--- src/rtl/multicycle_datapath_if.sv ---
// Instruction-fetch and data-memory request/ready buses for the multicycle datapath.
// The datapath is the master; memories (or a bench) sit on the slave side.
interface multicycle_datapath_if #(
  parameter int ADDR_WIDTH = 16,
  parameter int DATA_WIDTH = 16
);
  logic                  imem_req;
  logic [ADDR_WIDTH-1:0] imem_addr;
  logic [15:0]           imem_rdata;
  logic                  imem_ready;

  logic                  dmem_req;
  logic                  dmem_we;
  logic [ADDR_WIDTH-1:0] dmem_addr;
  logic [DATA_WIDTH-1:0] dmem_wdata;
  logic [DATA_WIDTH-1:0] dmem_rdata;
  logic                  dmem_ready;

  modport master (
    output imem_req, imem_addr, input imem_rdata, imem_ready,
    output dmem_req, dmem_we, dmem_addr, dmem_wdata, input dmem_rdata, dmem_ready
  );

  modport slave (
    input imem_req, imem_addr, output imem_rdata, imem_ready,
    input dmem_req, dmem_we, dmem_addr, dmem_wdata, output dmem_rdata, dmem_ready
  );
endinterface

--- src/rtl/multicycle_datapath.sv ---
// Five-state (FETCH/DECODE/EXEC/MEM/WB) multicycle datapath driven by an external
// control unit; fetch and data accesses use req/ready handshakes on the bus interface.
module multicycle_datapath #(
  parameter int DATA_WIDTH = 16,
  parameter int ADDR_WIDTH = 16,   // must be at least 14 for the jump target splice
  parameter int NUM_REGS   = 8,
  parameter int RESET_PC   = 0,
  parameter bit R0_ZERO    = 1'b1
) (
  input  logic       clk,
  input  logic       rst,
  input  logic       jump,
  input  logic       beq,
  input  logic       bne,
  input  logic       mem_read,
  input  logic       mem_write,
  input  logic       alu_src,
  input  logic       reg_dst,
  input  logic       mem_to_reg,
  input  logic       reg_write,
  input  logic [1:0] alu_op,
  output logic [3:0] opcode,
  output logic       instr_done,
  multicycle_datapath_if.master bus
);

  localparam logic [2:0] FETCH  = 3'd0;
  localparam logic [2:0] DECODE = 3'd1;
  localparam logic [2:0] EXEC   = 3'd2;
  localparam logic [2:0] MEM    = 3'd3;
  localparam logic [2:0] WB     = 3'd4;

  localparam int RW = (NUM_REGS > 1) ? $clog2(NUM_REGS) : 1;
  localparam logic [ADDR_WIDTH-1:0] RST_PC = ADDR_WIDTH'(RESET_PC);

  typedef logic [DATA_WIDTH-1:0] word_t;

  logic [2:0]            state_q, state_d;
  logic [ADDR_WIDTH-1:0] pc_q, pc_d;
  logic [15:0]           ir_q, ir_d;
  word_t                 a_q, a_d, b_q, b_d, alu_q, alu_d, mdr_q, mdr_d;
  logic                  done_q, done_d;
  word_t                 regs_q [NUM_REGS];

  logic                  rf_we;
  logic [RW-1:0]         rf_waddr;
  word_t                 rf_wdata;

  // Register read ports (used in DECODE)
  logic [RW-1:0] rs_idx, rt_idx;
  word_t         rs_val, rt_val;
  assign rs_idx = ir_q[9 +: RW];
  assign rt_idx = ir_q[6 +: RW];
  assign rs_val = (R0_ZERO && rs_idx == '0) ? '0 : regs_q[rs_idx];
  assign rt_val = (R0_ZERO && rt_idx == '0) ? '0 : regs_q[rt_idx];

  word_t imm, alu_b, alu_res;
  logic  slt, zero;
  assign imm   = {{(DATA_WIDTH-6){ir_q[5]}}, ir_q[5:0]};
  assign alu_b = alu_src ? imm : b_q;
  assign slt   = $signed(a_q) < $signed(alu_b);

  always_comb begin
    alu_res = a_q + alu_b;
    case (alu_op)
      2'b01: alu_res = a_q - alu_b;
      2'b00: begin
        case (ir_q[14:12])
          3'd0: alu_res = a_q + alu_b;
          3'd1: alu_res = a_q - alu_b;
          3'd2: alu_res = ~a_q;
          3'd3: alu_res = a_q << alu_b;
          3'd4: alu_res = a_q >> alu_b;
          3'd5: alu_res = a_q & alu_b;
          3'd6: alu_res = a_q | alu_b;
          3'd7: alu_res = {{(DATA_WIDTH-1){1'b0}}, slt};
        endcase
      end
      default: alu_res = a_q + alu_b;
    endcase
  end
  assign zero = (alu_res == '0);

  // pc_q already points past the current instruction when EXEC runs
  logic [ADDR_WIDTH-1:0] br_pc, jmp_pc;
  assign br_pc  = pc_q + (imm[ADDR_WIDTH-1:0] << 1);
  assign jmp_pc = {pc_q[ADDR_WIDTH-1:13], ir_q[11:0], 1'b0};

  always_comb begin
    state_d  = state_q;
    pc_d     = pc_q;
    ir_d     = ir_q;
    a_d      = a_q;
    b_d      = b_q;
    alu_d    = alu_q;
    mdr_d    = mdr_q;
    done_d   = 1'b0;
    rf_we    = 1'b0;
    rf_waddr = reg_dst ? ir_q[3 +: RW] : rt_idx;
    rf_wdata = mem_to_reg ? mdr_q : alu_q;
    case (state_q)
      FETCH: begin
        if (bus.imem_ready) begin
          ir_d    = bus.imem_rdata;
          pc_d    = pc_q + ADDR_WIDTH'(2);
          state_d = DECODE;
        end
      end
      DECODE: begin
        a_d     = rs_val;
        b_d     = rt_val;
        state_d = EXEC;
      end
      EXEC: begin
        alu_d = alu_res;
        if (jump) begin
          pc_d    = jmp_pc;
          done_d  = 1'b1;
          state_d = FETCH;
        end else if ((beq && zero) || (bne && !zero)) begin
          pc_d    = br_pc;
          done_d  = 1'b1;
          state_d = FETCH;
        end else if (beq || bne) begin
          done_d  = 1'b1;
          state_d = FETCH;
        end else if (mem_read || mem_write) begin
          state_d = MEM;
        end else if (reg_write) begin
          state_d = WB;
        end else begin
          done_d  = 1'b1;
          state_d = FETCH;
        end
      end
      MEM: begin
        if (bus.dmem_ready) begin
          if (mem_write) begin
            done_d  = 1'b1;
            state_d = FETCH;
          end else begin
            mdr_d   = bus.dmem_rdata;
            state_d = WB;
          end
        end
      end
      WB: begin
        rf_we   = 1'b1;
        done_d  = 1'b1;
        state_d = FETCH;
      end
      default: state_d = FETCH;
    endcase
  end

  always_ff @(posedge clk) begin
    if (rst) begin
      state_q <= FETCH;
      pc_q    <= RST_PC;
      ir_q    <= '0;
      a_q     <= '0;
      b_q     <= '0;
      alu_q   <= '0;
      mdr_q   <= '0;
      done_q  <= 1'b0;
      for (int i = 0; i < NUM_REGS; i++) regs_q[i] <= '0;
    end else begin
      state_q <= state_d;
      pc_q    <= pc_d;
      ir_q    <= ir_d;
      a_q     <= a_d;
      b_q     <= b_d;
      alu_q   <= alu_d;
      mdr_q   <= mdr_d;
      done_q  <= done_d;
      if (rf_we && !(R0_ZERO && rf_waddr == '0)) regs_q[rf_waddr] <= rf_wdata;
    end
  end

  // Requests are masked during reset so an in-flight access is dropped at once
  logic mem_req;
  assign mem_req        = (state_q == MEM) && !rst;
  assign bus.imem_req   = (state_q == FETCH) && !rst;
  assign bus.imem_addr  = pc_q;
  assign bus.dmem_req   = mem_req;
  assign bus.dmem_we    = mem_req && mem_write;
  assign bus.dmem_addr  = alu_q[ADDR_WIDTH-1:0];
  assign bus.dmem_wdata = b_q;
  assign opcode         = ir_q[15:12];
  assign instr_done     = done_q;

endmodule

--- src/flat_wrapper.sv ---
// flat-port wrapper written by rule: the top's interface ports become plain ports
module multicycle_datapath_flat 
#(
  parameter int DATA_WIDTH = 16,
  parameter int ADDR_WIDTH = 16,                                                    
  parameter int NUM_REGS   = 8,
  parameter int RESET_PC   = 0,
  parameter bit R0_ZERO    = 1'b1
)
  (clk, rst, jump, beq, bne, mem_read, mem_write, alu_src, reg_dst, mem_to_reg, reg_write, alu_op, opcode, instr_done, bus_imem_req, bus_imem_addr, bus_imem_rdata, bus_imem_ready, bus_dmem_req, bus_dmem_we, bus_dmem_addr, bus_dmem_wdata, bus_dmem_rdata, bus_dmem_ready);
  multicycle_datapath_if #(.ADDR_WIDTH(ADDR_WIDTH), .DATA_WIDTH(DATA_WIDTH)) bus_i ();
  input  logic clk;
  input  logic rst;
  input  logic jump;
  input  logic beq;
  input  logic bne;
  input  logic mem_read;
  input  logic mem_write;
  input  logic alu_src;
  input  logic reg_dst;
  input  logic mem_to_reg;
  input  logic reg_write;
  input  logic [1:0] alu_op;
  output logic [3:0] opcode;
  output logic instr_done;
  output wire logic [$bits(bus_i.imem_req)-1:0] bus_imem_req;
  output wire logic [$bits(bus_i.imem_addr)-1:0] bus_imem_addr;
  input wire logic [$bits(bus_i.imem_rdata)-1:0] bus_imem_rdata;
  input wire logic [$bits(bus_i.imem_ready)-1:0] bus_imem_ready;
  output wire logic [$bits(bus_i.dmem_req)-1:0] bus_dmem_req;
  output wire logic [$bits(bus_i.dmem_we)-1:0] bus_dmem_we;
  output wire logic [$bits(bus_i.dmem_addr)-1:0] bus_dmem_addr;
  output wire logic [$bits(bus_i.dmem_wdata)-1:0] bus_dmem_wdata;
  input wire logic [$bits(bus_i.dmem_rdata)-1:0] bus_dmem_rdata;
  input wire logic [$bits(bus_i.dmem_ready)-1:0] bus_dmem_ready;
  assign bus_imem_req = bus_i.imem_req;
  assign bus_imem_addr = bus_i.imem_addr;
  assign bus_i.imem_rdata = bus_imem_rdata;
  assign bus_i.imem_ready = bus_imem_ready;
  assign bus_dmem_req = bus_i.dmem_req;
  assign bus_dmem_we = bus_i.dmem_we;
  assign bus_dmem_addr = bus_i.dmem_addr;
  assign bus_dmem_wdata = bus_i.dmem_wdata;
  assign bus_i.dmem_rdata = bus_dmem_rdata;
  assign bus_i.dmem_ready = bus_dmem_ready;
  multicycle_datapath #(.DATA_WIDTH(DATA_WIDTH), .ADDR_WIDTH(ADDR_WIDTH), .NUM_REGS(NUM_REGS), .RESET_PC(RESET_PC), .R0_ZERO(R0_ZERO)) u_core (.clk(clk), .rst(rst), .jump(jump), .beq(beq), .bne(bne), .mem_read(mem_read), .mem_write(mem_write), .alu_src(alu_src), .reg_dst(reg_dst), .mem_to_reg(mem_to_reg), .reg_write(reg_write), .alu_op(alu_op), .opcode(opcode), .instr_done(instr_done), .bus(bus_i));
endmodule
--- config.mk ---
export PLATFORM = sky130hd
export DESIGN_NAME = multicycle_datapath_flat
export DESIGN_NICKNAME = d
export VERILOG_FILES = /design/src/rtl/multicycle_datapath_if.sv /design/src/rtl/multicycle_datapath.sv /design/src/flat_wrapper.sv
export SDC_FILE = /design/constraint.sdc
export NUM_CORES = 1
export LEC_CHECK = 0
export ABC_AREA = 1
export ABC_CLOCK_PERIOD_IN_PS = 10900
export BUFFER_PORTS_ARGS = -buffer_cell sky130_fd_sc_hd__buf_2
export CORE_ASPECT_RATIO = 1.2
export CORE_MARGIN = 5
export CORE_UTILIZATION = 60
export CTS_CLUSTER_DIAMETER = 60
export DETAILED_ROUTE_END_ITERATION = 16
export PLACE_DENSITY = 0.76
export REMOVE_ABC_BUFFERS = 1
export SLEW_MARGIN = 20
export SYNTH_ARGS = -nofsm -noshare
export SYNTH_HDL_FRONTEND = slang
export SYNTH_SLANG_ARGS = --single-unit
--- constraint.sdc ---
create_clock -name clk -period 10.9 [get_ports clk]
set_clock_uncertainty 0.1 [all_clocks]
set_input_delay 1.635 -clock clk [delete_from_list [all_inputs] [get_ports clk]]
set_output_delay 1.635 -clock clk [all_outputs]
set_load 0.005 [all_outputs]
==> Yosys cells after proc, flatten, opt, wreduce, memory -nomap -nowiden <==
Memory sizes are Yosys's and may differ from the RTL's. A register that Yosys moved wholly into a read port is not among the register bits.
Index checks and enable logic that the tools add are counted.
{ "classes": {"addsub": 4, "mul": 0, "n_div": 0, "magnitude_cmp": 1, "n_eq_ne": 17, "shifts": 2, "mux": 41, "bitwise_logic": 4, "n_reduce_logical": 26} }
{ "op_table": {"columns": ["op", "n"], "rows": [
  ["$mux W16", 8],
  ["$pmux W16 S8", 1],
  ["$pmux W16 S2", 2],
  ["$mux W3", 14],
  ["$add A16 B16 Y16", 2],
  ["$add A16 B2 Y16 const B", 1],
  ["$and A16 B16 Y16", 1],
  ["$logic_not A16 Y1", 1],
  ["$lt A16 B16 Y1", 1],
  ["$not A16 Y16", 1],
  ["$or A16 B16 Y16", 1],
  ["$reduce_or A16 Y1", 1],
  ["$shl A16 B16 Y16", 1],
  ["$shr A16 B16 Y16", 1],
  ["$sub A16 B16 Y16", 1],
  ["$eq A3 B3 Y1 const B", 5],
  ["$logic_not A3 Y1", 5],
  ["$mux W1", 14],
  ["$eq A3 B2 Y1 const B", 4],
  ["$pmux W3 S4", 1],
  ["$eq A3 B1 Y1 const B", 2],
  ["$logic_and A1 B1 Y1", 6],
  ["$ne A2 B2 Y1 const B", 3],
  ["$reduce_and A3 Y1", 2],
  ["11 further kinds", 16]
]} }
{ "totals": {"regBits": 100, "latchBits": 0, "mem_bits_rw": 128, "rom_bits": 0, "input_bits": 47, "out_inout_bits": 56, "word_cells": 105, "memories": 1} }
{ "mem_list": {"columns": ["name", "depth", "word_bits", "rd", "rd_ports_with_merged_regs", "write_ports", "line", "text"], "rows": [
  ["u_core.regs_q", 8, 16, 2, 2, 8, "multicycle_datapath.sv:43", "word_t regs_q [NUM_REGS];"]
]} }

==> Depth between registers and ports, before layout <==
Gate-level depths: netlist of the first run.
{ "logic_depth": {"ltp_word": 11, "mapped_depth": 31} }

==> Least setup slack after synthesis of the first run <==
No wires, ideal clock.
{ "synth_path": {"path_kind": "in2reg", "from": "input alu_src", "to": "register u_core.pc_q[10], in the netlist u_core.bus.imem_addr[10]", "arrival_time_ns": 4.841, "required_ns": 10.685, "slack_ns": 5.844, "stages": 26, "path_buffers": 3, "cell_sequence": "buf_6 o21ai_4 inv_2 buf_6 ha_1 fa_1 nand3_1 nand2_1 a21boi_1 o21ai_0 a21oi_1 xor2_1 nand2_1 nand2_1 inv_1 nand2_1 nand2_1 nor2_1 nand2_1 nor2_2 nand2_1 nand2_2 nand3_4 buf_6 a21oi_1 nor2_1"} }
{ "synth_between": {"elab_chain_len": 10, "elab_cells_between_ends": 17} }
{ "synth_rtl": {"columns": ["item", "line", "text"], "rows": [
  ["start: declaration", "flat_wrapper.sv:19", "input logic alu_src;"],
  ["$mux W16 (*)", "multicycle_datapath.sv:60", "assign alu_b = alu_src ? imm : b_q;"],
  ["$sub A16 B16 Y16, or another cell as far along", "multicycle_datapath.sv:66, multicycle_datapath.sv:70", null],
  ["$pmux W16 S8", "multicycle_datapath.sv:68", "case (ir_q[14:12])"],
  ["$pmux W16 S2 (*)", "multicycle_datapath.sv:65", "case (alu_op)"],
  ["$logic_not A16 Y1 (*)", "multicycle_datapath.sv:82", "assign zero = (alu_res == '0);"],
  ["$logic_not A1 Y1", "multicycle_datapath.sv:120", "end else if ((beq && zero) || (bne && !zero)) begin"],
  ["$logic_and A1 B1 Y1", "multicycle_datapath.sv:120", null],
  ["$logic_or A1 B1 Y1 (*)", "multicycle_datapath.sv:120", null],
  ["$ne A3 B2 Y1 (no source line) (*)", null, null],
  ["$reduce_and A3 Y1 (no source line) (*)", null, null],
  ["end signal: assignment", "multicycle_datapath.sv:169", "pc_q <= pc_d;"],
  ["end: declaration", "multicycle_datapath.sv:39", "logic [ADDR_WIDTH-1:0] pc_q, pc_d;"]
]} }
Mark *: on every way between the ends. The rest lies on a longest branch, timed or not.
A chain may end at the register's enable or synchronous reset.

==> Worst setup path after layout of the first run <==
{ "layout_path": {"from": "input alu_src", "to": "register u_core.pc_q[5], in the netlist u_core.bus.imem_addr[5]"} }
Same word-level chain as after synthesis.

==> results of run 1 <==
## synthesized netlist by cell type (3+ instances only)
cell type  number
nor4_1          6
a22o_1          4
o21bai_1        4
inv_1         257
o21ai_1        10
a22oi_1         4
a31oi_1         3
o211ai_1       68
buf_6           8
nor2_2          4
nand2_1       369
o2111ai_1       4
xor2_1         28
dfxtp_1       105
a21o_1          4
nand4_1        17
buf_2          14
buf_1          10
o31ai_1         5
clkinv_1        5
edfxtp_1      128
nand3_2         9
nand3_1       210
nand3b_1        6
o21ai_0       238
xnor2_1         3
clkbuf_1       92
a211oi_1       10
a21oi_1       237
nor2_1        298
fa_1            3
o22ai_1        10
buf_4           6
nor3_1         18
nand2_2        11
ha_1           64
inv_2           5
## flip-flops by register name, indices dropped and copies added, names as in the netlist, named ones only
| register | count |
|---|---|
| u_core.a_q | 16 |
| u_core.regs_q | 128 |
| u_core.instr_done | 1 |
| u_core.bus.dmem_wdata | 16 |
| u_core.ir_q | 16 |
| u_core.bus.dmem_addr | 16 |
| u_core.bus.imem_addr | 15 |
| u_core.state_q | 3 |
| u_core.mdr_q | 16 |
## where the power goes
part / internal, mW / switching (mW)
Combinational: 0.270 / 0.602
Sequential: 0.982 / 0.0634
Clock: 0.481 / 0.352
## stage by stage
stage | total power [mW] | setup slack [ps] | area, um2 | instances
after global placement | 1.897 | 4390 | 16790 | 2651
after global routing | 2.884 | 4286 | 17590 | 2695
after CTS | 2.732 | 4827 | 17590 | 2695
after floorplan | 1.623 | 3923 | 15670 | 2187
final | 2.751 | 4657 | 17590 | 2695
after detailed placement | 1.908 | 4337 | 16790 | 2651
## worst paths after layout
check,from,endpoint,cells after the start
max,alu_src,u_core.bus.imem_addr[5],30
min,u_core.ir_q[15],u_core.ir_q[15],2
min reg2reg,u_core.ir_q[15],u_core.ir_q[15],2
max reg2reg,u_core.ir_q[1],u_core.bus.imem_addr[5],30
## cells by family (layout without fill, tap and decap cells)
group	Yosys count	in the layout	share of synthesized area, %
simple gates	957	957	25.35
mux	2	2	0.1236
fa+ha+maj	67	67	5.314
other cells	1	17	0.02315
xor+xnor	31	31	1.676
compound gates	612	612	20.96
flops	233	233	36.71
buf+inv	398	436	9.849
## layout make-up
type / instances / area, um2 / share of cell area, %
repair buffers: 124 / 678.2 / 3.855
multi-input cells: 1686 / 8731 / 49.63
flip-flops and latches: 233 / 5951 / 33.83
clock buffers: 32 / 664.4 / 3.777
inverters: 268 / 1007 / 5.726
well taps: 340 / 425.4 / 2.418
clock inverters: 12 / 133.9 / 0.7611
## worst register-to-register path, delay by kind of cell, from the launching register on
family | cells | cell delay [ps]
DFF | 1 | 320
and+or+nand+nor | 21 | 2170
adders and majority gates | 1 | 380
buffers and inverters | 5 | 1050
AOI/OAI and AO/OA | 3 | 1060
## routing by layer
| metal | global-route usage [%] | up-vias | part of all wire, % |
|---|---|---|---|
| met4 | 17.54 | 0 | 5.1 |
| met5 | 0 | - | 0 |
| met1 | 42.12 | 7700 | 37 |
| met2 | 63.00 | 866 | 49 |
| met3 | 5.179 | 194 | 8.9 |
| li1 | - | 7820 | - |
==> metrics.md, run 1 <==
| Metric | Value |
|---|---|
| Num CTS Buffers | `25` |
| Asr flop ratio synth | `0%` |
| Max clock buf depth | `3` |
| Top post-synthesis cells by area | `edfxtp_1, dfxtp_1, nand2_1` |
| I/O pin total | `103` |
| Antenna diodes | `0` |
| Clk_lat worst skew | `520 ps` |
| Die area | `30400 um2` |
| Gates resized, CTS repair | `0` |
| # Max-Cap Violations | `0` |
| Finished Core Util | `65.54%` |
| Post-route clock period utilization | `57.27%` |
| Post-CTS Hold Buffers | `0` |
| GR Overflow Total | `0` |
| Antenna Nets Post-Route | `0` |
| Area share of the largest cell type after synthesis | `23.73%` |
| Remaining DRCs | `0` |
| Highest Clock Rate | `160.2 MHz` |
| Cells after Synth | `2301` |
| Flops & latches, synth | `233` |
| Number of global-route vias before repair | `15871` |
| Worst Path Arrival | `6560 ps` |
| Final Hold Fails | `0` |
| RePlAce Congestion | `1.036` |
| Die X | `160.0 um` |
| H-tree levels | `1` |
| Final nets | `2452` |
| Crit path top cell by count | `nand2_1` |
| GRT Total Usage | `35.50%` |
| Sink Count | `233` |
| Vias post-DR | `16580` |
| Min Tclk post-route | `6243 ps` |
| Critical path type | `input pin to flip-flop` |
| Sequential area share after synthesis | `36.71%` |
| Crit path max fanout | `37` |
| RSZ-0062 raised after global routing | `no` |
| Setup violations, final | `0` |
| Status | `finished clean` |
| Clk slew on worst S/H paths | `60 ps` |
| First-pass GRT wire length | `85.78 mm` |
| Initial DRC Count | `1824` |
| Ys Warns | `0` |
| Setup TNS | `0 ps` |
| Vias per cell | `6.152` |
| Crit path buf inv count | `5` |
| Most common cell after layout, fill and taps aside | `nand2_1` |
| Initial antenna violation count | `0` |
| CP Launch Type | `input pin` |
| Post-CTS Setup Bufs | `0` |
| Pleak | `7.597 nW` |
| Post-synth EDFFs | `128` |
| Row count | `66` |
| CP max-delay cell | `o21ai_0` |
| PD cells | `156.4 nW/um2` |
| Area Growth Syn to Fin | `8.597%` |
| Die height | `190.0 um` |
| HP Class | `flip-flop to flip-flop` |
| Average wire per standard cell | `20.76 um` |
| Syn avg cell area | `7.040 um2` |
| Root Buffer | `clkbuf_16` |
| Worst relative slew slack | `26.68%` |
| First-pass iteration count of the detailed router | `6` |
| FF-to-FF setup slack | `5730 ps` |
| Worst-Margin Slew | `1093 ps` |
| Final slew viol count | `0` |
| Worst setup EP type | `flip-flop` |
| Filler instances | `2448` |
| CTS tree | `done` |
| Hold slack | `357.0 ps` |
| Dominant synthesized flop cell | `edfxtp_1` |
| Cell area after synthesis | `16200 um2` |
| Routed Wire Length | `55.94 mm` |
| Port bufs | `101` |
| Layout cells sized above 1 | `8.960%` |
| Core Area | `26840 um2` |
| Initial Utilization | `60.35%` |
| Worst Path Required | `11210 ps` |
| VDD IR-drop max | `0.1653 mV` |
| Leading area contributor after synthesis | `edfxtp_1` |
| Detailed-placement wirelength estimate | `40.25 mm` |
| Most frequent cells in the layout | `nand2_1, nor2_1, inv_1` |
| Worst path max stage delay | `690 ps` |
| Largest net degree at the start of global routing | `113` |
| Post-synth cell types | `57` |
| Cell family with most CP delay | `simple AND/OR/NAND/NOR gates` |
Power figures use the tool's default switching activity.
==> run 2, diff against run 1 <==
--- a/config.mk
+++ b/config.mk
@@ -6,14 +6,14 @@
 export NUM_CORES = 1
 export LEC_CHECK = 0
 export ABC_AREA = 1
-export ABC_CLOCK_PERIOD_IN_PS = 10900
+export ABC_CLOCK_PERIOD_IN_PS = 5100
 export BUFFER_PORTS_ARGS = -buffer_cell sky130_fd_sc_hd__buf_2
 export CORE_ASPECT_RATIO = 1.2
 export CORE_MARGIN = 5
-export CORE_UTILIZATION = 60
+export CORE_UTILIZATION = 56
 export CTS_CLUSTER_DIAMETER = 60
 export DETAILED_ROUTE_END_ITERATION = 16
-export PLACE_DENSITY = 0.76
+export PLACE_DENSITY = 0.74
 export REMOVE_ABC_BUFFERS = 1
 export SLEW_MARGIN = 20
 export SYNTH_ARGS = -nofsm -noshare
==> constraint.sdc (replaced) <==
create_clock -name clk -period 5.1 [get_ports clk]
set_clock_uncertainty 0.1 [all_clocks]
set_input_delay 0.765 -clock clk [delete_from_list [all_inputs] [get_ports clk]]
set_output_delay 0.765 -clock clk [all_outputs]
set_load 0.005 [all_outputs]
==> metrics.md, run 2 (same netlist as run 1, synthesis figures left out) <==
| Metric | Value |
|---|---|
| Highest Clock Rate | `215.1 MHz` |
| Initial Utilization | `56.49%` |
| Biggest register | `u_core.regs_q` |
| Clk_lat worst skew | `550 ps` |
| FF-to-FF setup slack | `500 ps` |
| Gates resized, CTS repair | `0` |
| Die height | `196.3 um` |
| Post-CTS Setup Bufs | `0` |
| RSZ-0062 raised after global routing | `no` |
| I/O pin total | `103` |
| Net Sw Frac | `36.53%` |
| Vias per cell | `6.058` |
| Setup violations, final | `0` |
| Initial DRC Count | `1748` |
| Reg2reg end | `u_core.bus.imem_addr[7]` |
| Post-CTS Hold Buffers | `0` |
| Max reg flops | `128` |
| Detailed-placement wirelength estimate | `41.74 mm` |
| Port bufs | `101` |
| Worst-Margin Slew | `1093 ps` |
| Worst relative slew slack | `27.12%` |
| Num CTS Buffers | `26` |
| Worst Path Arrival | `4990 ps` |
| Pleak | `7.724 nW` |
| Filler instances | `2738` |
| Worst setup EP type | `flip-flop` |
| Clk slew on worst S/H paths | `70 ps` |
| GRT Total Usage | `34.07%` |
| Vias post-DR | `16707` |
| Antenna Nets Post-Route | `0` |
| Number of global-route vias before repair | `15428` |
| Most common cell after layout, fill and taps aside | `nand2_1` |
| Sw power | `2.237 mW` |
| Post-route clock period utilization | `91.17%` |
| Sink Count | `233` |
| Average wire per standard cell | `20.65 um` |
| Final nets | `2466` |
| # Max-Cap Violations | `0` |
| Post-route cell area | `17860 um2` |
| Worst Path Required | `5440 ps` |
| Critical path type | `input pin to flip-flop` |
| Core Area | `28670 um2` |
| Largest net degree at the start of global routing | `113` |
| Cell internal pwr | `3.888 mW` |
| Clock network power share | `32.4%` |
| Max clock buf depth | `3` |
| GR Overflow Total | `0` |
| PD cells | `342.9 nW/um2` |
| First-pass iteration count of the detailed router | `5` |
| CP Launch Type | `input pin` |
| VDD IR-drop max | `0.3162 mV` |
| Hold wc startpoint | `bus_dmem_rdata[2]` |
| Hold Path Depth | `3` |
| H-tree levels | `1` |
| Placed Area | `16940 um2` |
| Setup TNS | `0 ps` |
| Setup ws final | `450.3 ps` |
| Pre-CTS setup slack | `9.762 ps` |
| RePlAce Congestion | `1.075` |
| Min Tclk post-route | `4650 ps` |
| Crit path max fanout | `19` |
| Area Growth Syn to Fin | `10.27%` |
| HP Class | `input pin to flip-flop` |
| Status | `finished clean` |
| Final Hold Fails | `0` |
| Layout cells sized above 1 | `9.696%` |
| Worst reg-to-reg path cell count | `29` |
| Hold EP | `u_core.mdr_q[2]` |
| Row count | `68` |
| Die X | `165.3 um` |
| Part of the power in registers | `36.8%` |
| Most frequent cells in the layout | `nand2_1, nor2_1, inv_1` |
| Final slew viol count | `0` |
| Root Buffer | `clkbuf_16` |
| Initial antenna violation count | `0` |
| Worst r2r src | `u_core.ir_q[1]` |
| Die area | `32440 um2` |
| CTS tree | `done` |
| Remaining DRCs | `0` |
| First-pass GRT wire length | `86.73 mm` |
| Routed Wire Length | `56.94 mm` |
| Combinational Power Share | `30.8%` |
[run 2: power by group through the flow]
stage / logic, mW / registers [mW] / clock network, mW
after floorplan: 1.20 / 2.27 / 0
after global placement: 1.81 / 2.28 / 0
after detailed placement: 1.83 / 2.28 / 0
after CTS: 1.84 / 2.25 / 2.00
after global routing: 2.08 / 2.26 / 2.09
final: 1.89 / 2.25 / 1.99
[run 2: final cells by class]
cell class | count | area, um2 | share of cell area [%]
multi-input cells | 1686 | 8726 | 48.85
flip-flops and latches | 233 | 5951 | 33.31
inverters | 268 | 1007 | 5.639
repair buffers | 137 | 775.7 | 4.343
clock buffers | 30 | 696.9 | 3.902
well taps | 385 | 481.7 | 2.697
clock inverters | 18 | 221.5 | 1.240
diodes | 1 | 2.502 | 0.01401
[run 2: how the worst max path moves through the flow]
stage / startpoint / end / slack (ps)
2_1_floorplan: alu_src / u_core.bus.imem_addr[2] / -1010
3_3_place_gp: alu_src / u_core.bus.imem_addr[2] / 140
3_5_place_dp: alu_src / u_core.bus.imem_addr[7] / 10
4_1_cts: alu_src / u_core.bus.imem_addr[7] / 540
5_1_grt: alu_src / u_core.bus.imem_addr[7] / 5
6_report: alu_src / u_core.bus.imem_addr[7] / 450
[run 2: through the flow]
stage               hold slack, ps  std cells  utilization, %  total power, mW
CTS                          332.6       2757           62.29            6.085
global placement             348.4       2709           59.09            4.096
detailed placement           356.0       2709           59.09            4.115
finish                       345.6       2758           62.30            6.125
floorplan                    351.3       2187               -            3.468
global route                 351.8       2757           62.29            6.436
[run 2: worst max-delay path, cell delays in order]
cell     delay (ps)
buf_2           310
inv_2           190
a21oi_1         280
ha_1            360
nor2_1          320
nand2_1          70
o21ai_0         610
nand2_1         150
nand2_1          90
nand2_1          70
nand3_1          70
nand2_1          60
inv_1            70
nand2_1          50
inv_1            50
nand2_1          50
nand2_1          70
nand2_1          90
nor2_1          110
nand2_1          60
nor2_2          230
nand2_1         120
nand2_2          90
nand3_4         220
nand2_2         220
nand2_1          80
nand2_1          80
nor2_1           50
[run 2: per-layer routing]
metal	wire length, um	global-route usage, %
met5	0	0
met4	2785	13.62
met3	5102	4.434
met2	26670	56.14
met1	22380	45.39
==> run 3, diff against run 2 <==
--- a/config.mk
+++ b/config.mk
@@ -13,7 +13,7 @@
 export CORE_UTILIZATION = 56
 export CTS_CLUSTER_DIAMETER = 60
 export DETAILED_ROUTE_END_ITERATION = 16
-export PLACE_DENSITY = 0.74
+export PLACE_DENSITY = 0.77
 export REMOVE_ABC_BUFFERS = 1
 export SLEW_MARGIN = 20
 export SYNTH_ARGS = -nofsm -noshare
==> metrics.md, run 3 (same netlist as run 1, synthesis figures left out) <==
| Metric | Value |
|---|---|
| I/O pin total | `103` |
| Setup violations, final | `0` |
| Row count | `68` |
| Met3 Resource Use GR | `3.425%` |
| Worst relative slew slack | `25.04%` |
| Layout cells sized above 1 | `10.16%` |
| HP Class | `input pin to flip-flop` |
| Port bufs | `101` |
| Post-CTS Setup Bufs | `0` |
| Post-CTS Hold Buffers | `0` |
| H-tree levels | `1` |
| Die area | `32440 um2` |
| Crit path buf inv count | `6` |
| GRT Total Usage | `34.91%` |
| Most common cell after layout, fill and taps aside | `nand2_1` |
| Final slew viol count | `0` |
| Root Buffer | `clkbuf_16` |
| Area of the multi-input gates | `8726 um2` |
| First-pass iteration count of the detailed router | `6` |
| Area Growth Syn to Fin | `10.74%` |
| Worst path max stage delay | `560 ps` |
| Largest net degree at the start of global routing | `86` |
| Grt peak-use layer | `met2` |
| GR Overflow Total | `0` |
| Worst-Margin Slew | `1124 ps` |
| RSZ-0062 raised after global routing | `no` |
| Min Tclk post-route | `4366 ps` |
| Worst reg-to-reg path cell count | `29` |
| RePlAce Congestion | `1.069` |
| Hold wc startpoint | `bus_dmem_rdata[4]` |
| Die height | `196.3 um` |
| Pleak | `7.773 nW` |
| Vias post-DR | `16929` |
| Reg2reg end | `u_core.bus.imem_addr[10]` |
| # Max-Cap Violations | `0` |
| Worst Path Arrival | `4700 ps` |
| Worst setup EP type | `flip-flop` |
| VDD IR-drop max | `0.3542 mV` |
| Gates resized, CTS repair | `0` |
| Final Hold Fails | `0` |
| Clk_lat worst skew | `540 ps` |
| Max clock buf depth | `3` |
| Max reg flops | `128` |
| Post-route clock period utilization | `85.62%` |
| Sink Count | `233` |
| Remaining DRCs | `0` |
| Number of global-route vias before repair | `15664` |
| Biggest register | `u_core.regs_q` |
| Average wire per standard cell | `21.09 um` |
| Crit path max fanout | `9` |
| Hold slack | `346.3 ps` |
| Detailed-placement wirelength estimate | `42.47 mm` |
| FF/Latch Area | `5953 um2` |
| Antenna diodes | `0` |
| Final nets | `2478` |
| Post-route cell area | `17940 um2` |
| Initial antenna violation count | `0` |
| Vias per cell | `6.116` |
| Filler instances | `2589` |
| CP max-delay cell | `o21ai_0` |
| Highest Clock Rate | `229.0 MHz` |
| Met2 usage | `58.75%` |
| PD cells | `338.8 nW/um2` |
| Placed Area | `17050 um2` |
| Critical Path Source | `u_core.ir_q[5]` |
| Worst r2r src | `u_core.ir_q[5]` |
| Most frequent cells in the layout | `nand2_1, nor2_1, inv_1` |
| Clk slew on worst S/H paths | `60 ps` |
| Routed Wire Length | `58.38 mm` |
| Antenna Nets Post-Route | `0` |
| Critical path type | `flip-flop to flip-flop` |
| First-pass GRT wire length | `88.39 mm` |
| Cell family with most CP delay | `simple AND/OR/NAND/NOR gates` |
| Die X | `165.3 um` |
| Initial Utilization | `56.49%` |
| Hold EP | `u_core.mdr_q[4]` |
| Met1 usage in global routing | `45.62%` |
| Status | `finished clean` |
| Worst Path Required | `5430 ps` |
| CP Launch Type | `flip-flop` |
| CTS tree | `done` |
| FF-to-FF setup slack | `730 ps` |
| Core Area | `28670 um2` |
| Num CTS Buffers | `25` |
| Crit path top cell by count | `nand2_1` |
| Initial DRC Count | `2226` |
| Hold Path Depth | `3` |
## run 3: per-layer routing
metal  wire, um  up-vias
li1           -     7874
met2      28000      958
met1      22490     7929
met3       4982      168
met4       2899        0
met5          0        -
## run 3: worst max-delay path by stage
stage / end / cells past startpoint / slack [ps]
global placement: u_core.bus.imem_addr[10] / 24 / 270
detailed placement: u_core.bus.imem_addr[10] / 24 / 220
finish: u_core.bus.imem_addr[10] / 29 / 730
global route: u_core.bus.imem_addr[12] / 24 / 310
CTS: u_core.bus.imem_addr[10] / 24 / 770
floorplan: u_core.bus.imem_addr[2] / 24 / -1010
## run 3: per-stage QoR
| stage | power [mW] | worst slack, ps | cells | utilization, % | setup TNS, ps |
|---|---|---|---|---|---|
| 2_1_floorplan | 3.468 | -1007 | 2187 | - | -15110 |
| 3_3_place_gp | 4.122 | 273.1 | 2722 | 59.47 | 0 |
| 3_5_place_dp | 4.142 | 220.5 | 2722 | 59.48 | 0 |
| 4_1_cts | 6.030 | 768.3 | 2768 | 62.56 | 0 |
| 5_1_grt | 6.362 | 309.3 | 2768 | 62.56 | 0 |
| 6_report | 6.077 | 733.6 | 2768 | 62.56 | 0 |
## run 3: layout make-up
type	instances	share of cell area, %
Inverter	268	5.615
Tap cell	385	2.685
Clock buffer	34	4.255
Clock inverter	12	0.6766
Timing Repair Buffer	150	4.938
Sequential cell	233	33.19
Multi-Input combinational cell	1686	48.64
## run 3: worst register-to-register path, delay by kind of cell, from the launching register on
kind            cells  cell delay, ps
compound gates      4            1030
fa+ha+maj           1             390
buf+inv             6             770
flops               1             380
simple gates       18            1590
## run 3: power breakdown
group	internal, mW	switching, mW	total [mW]
Combinational	0.617	1.28	1.90
Clock	1.12	0.792	1.91
Sequential	2.10	0.171	2.27
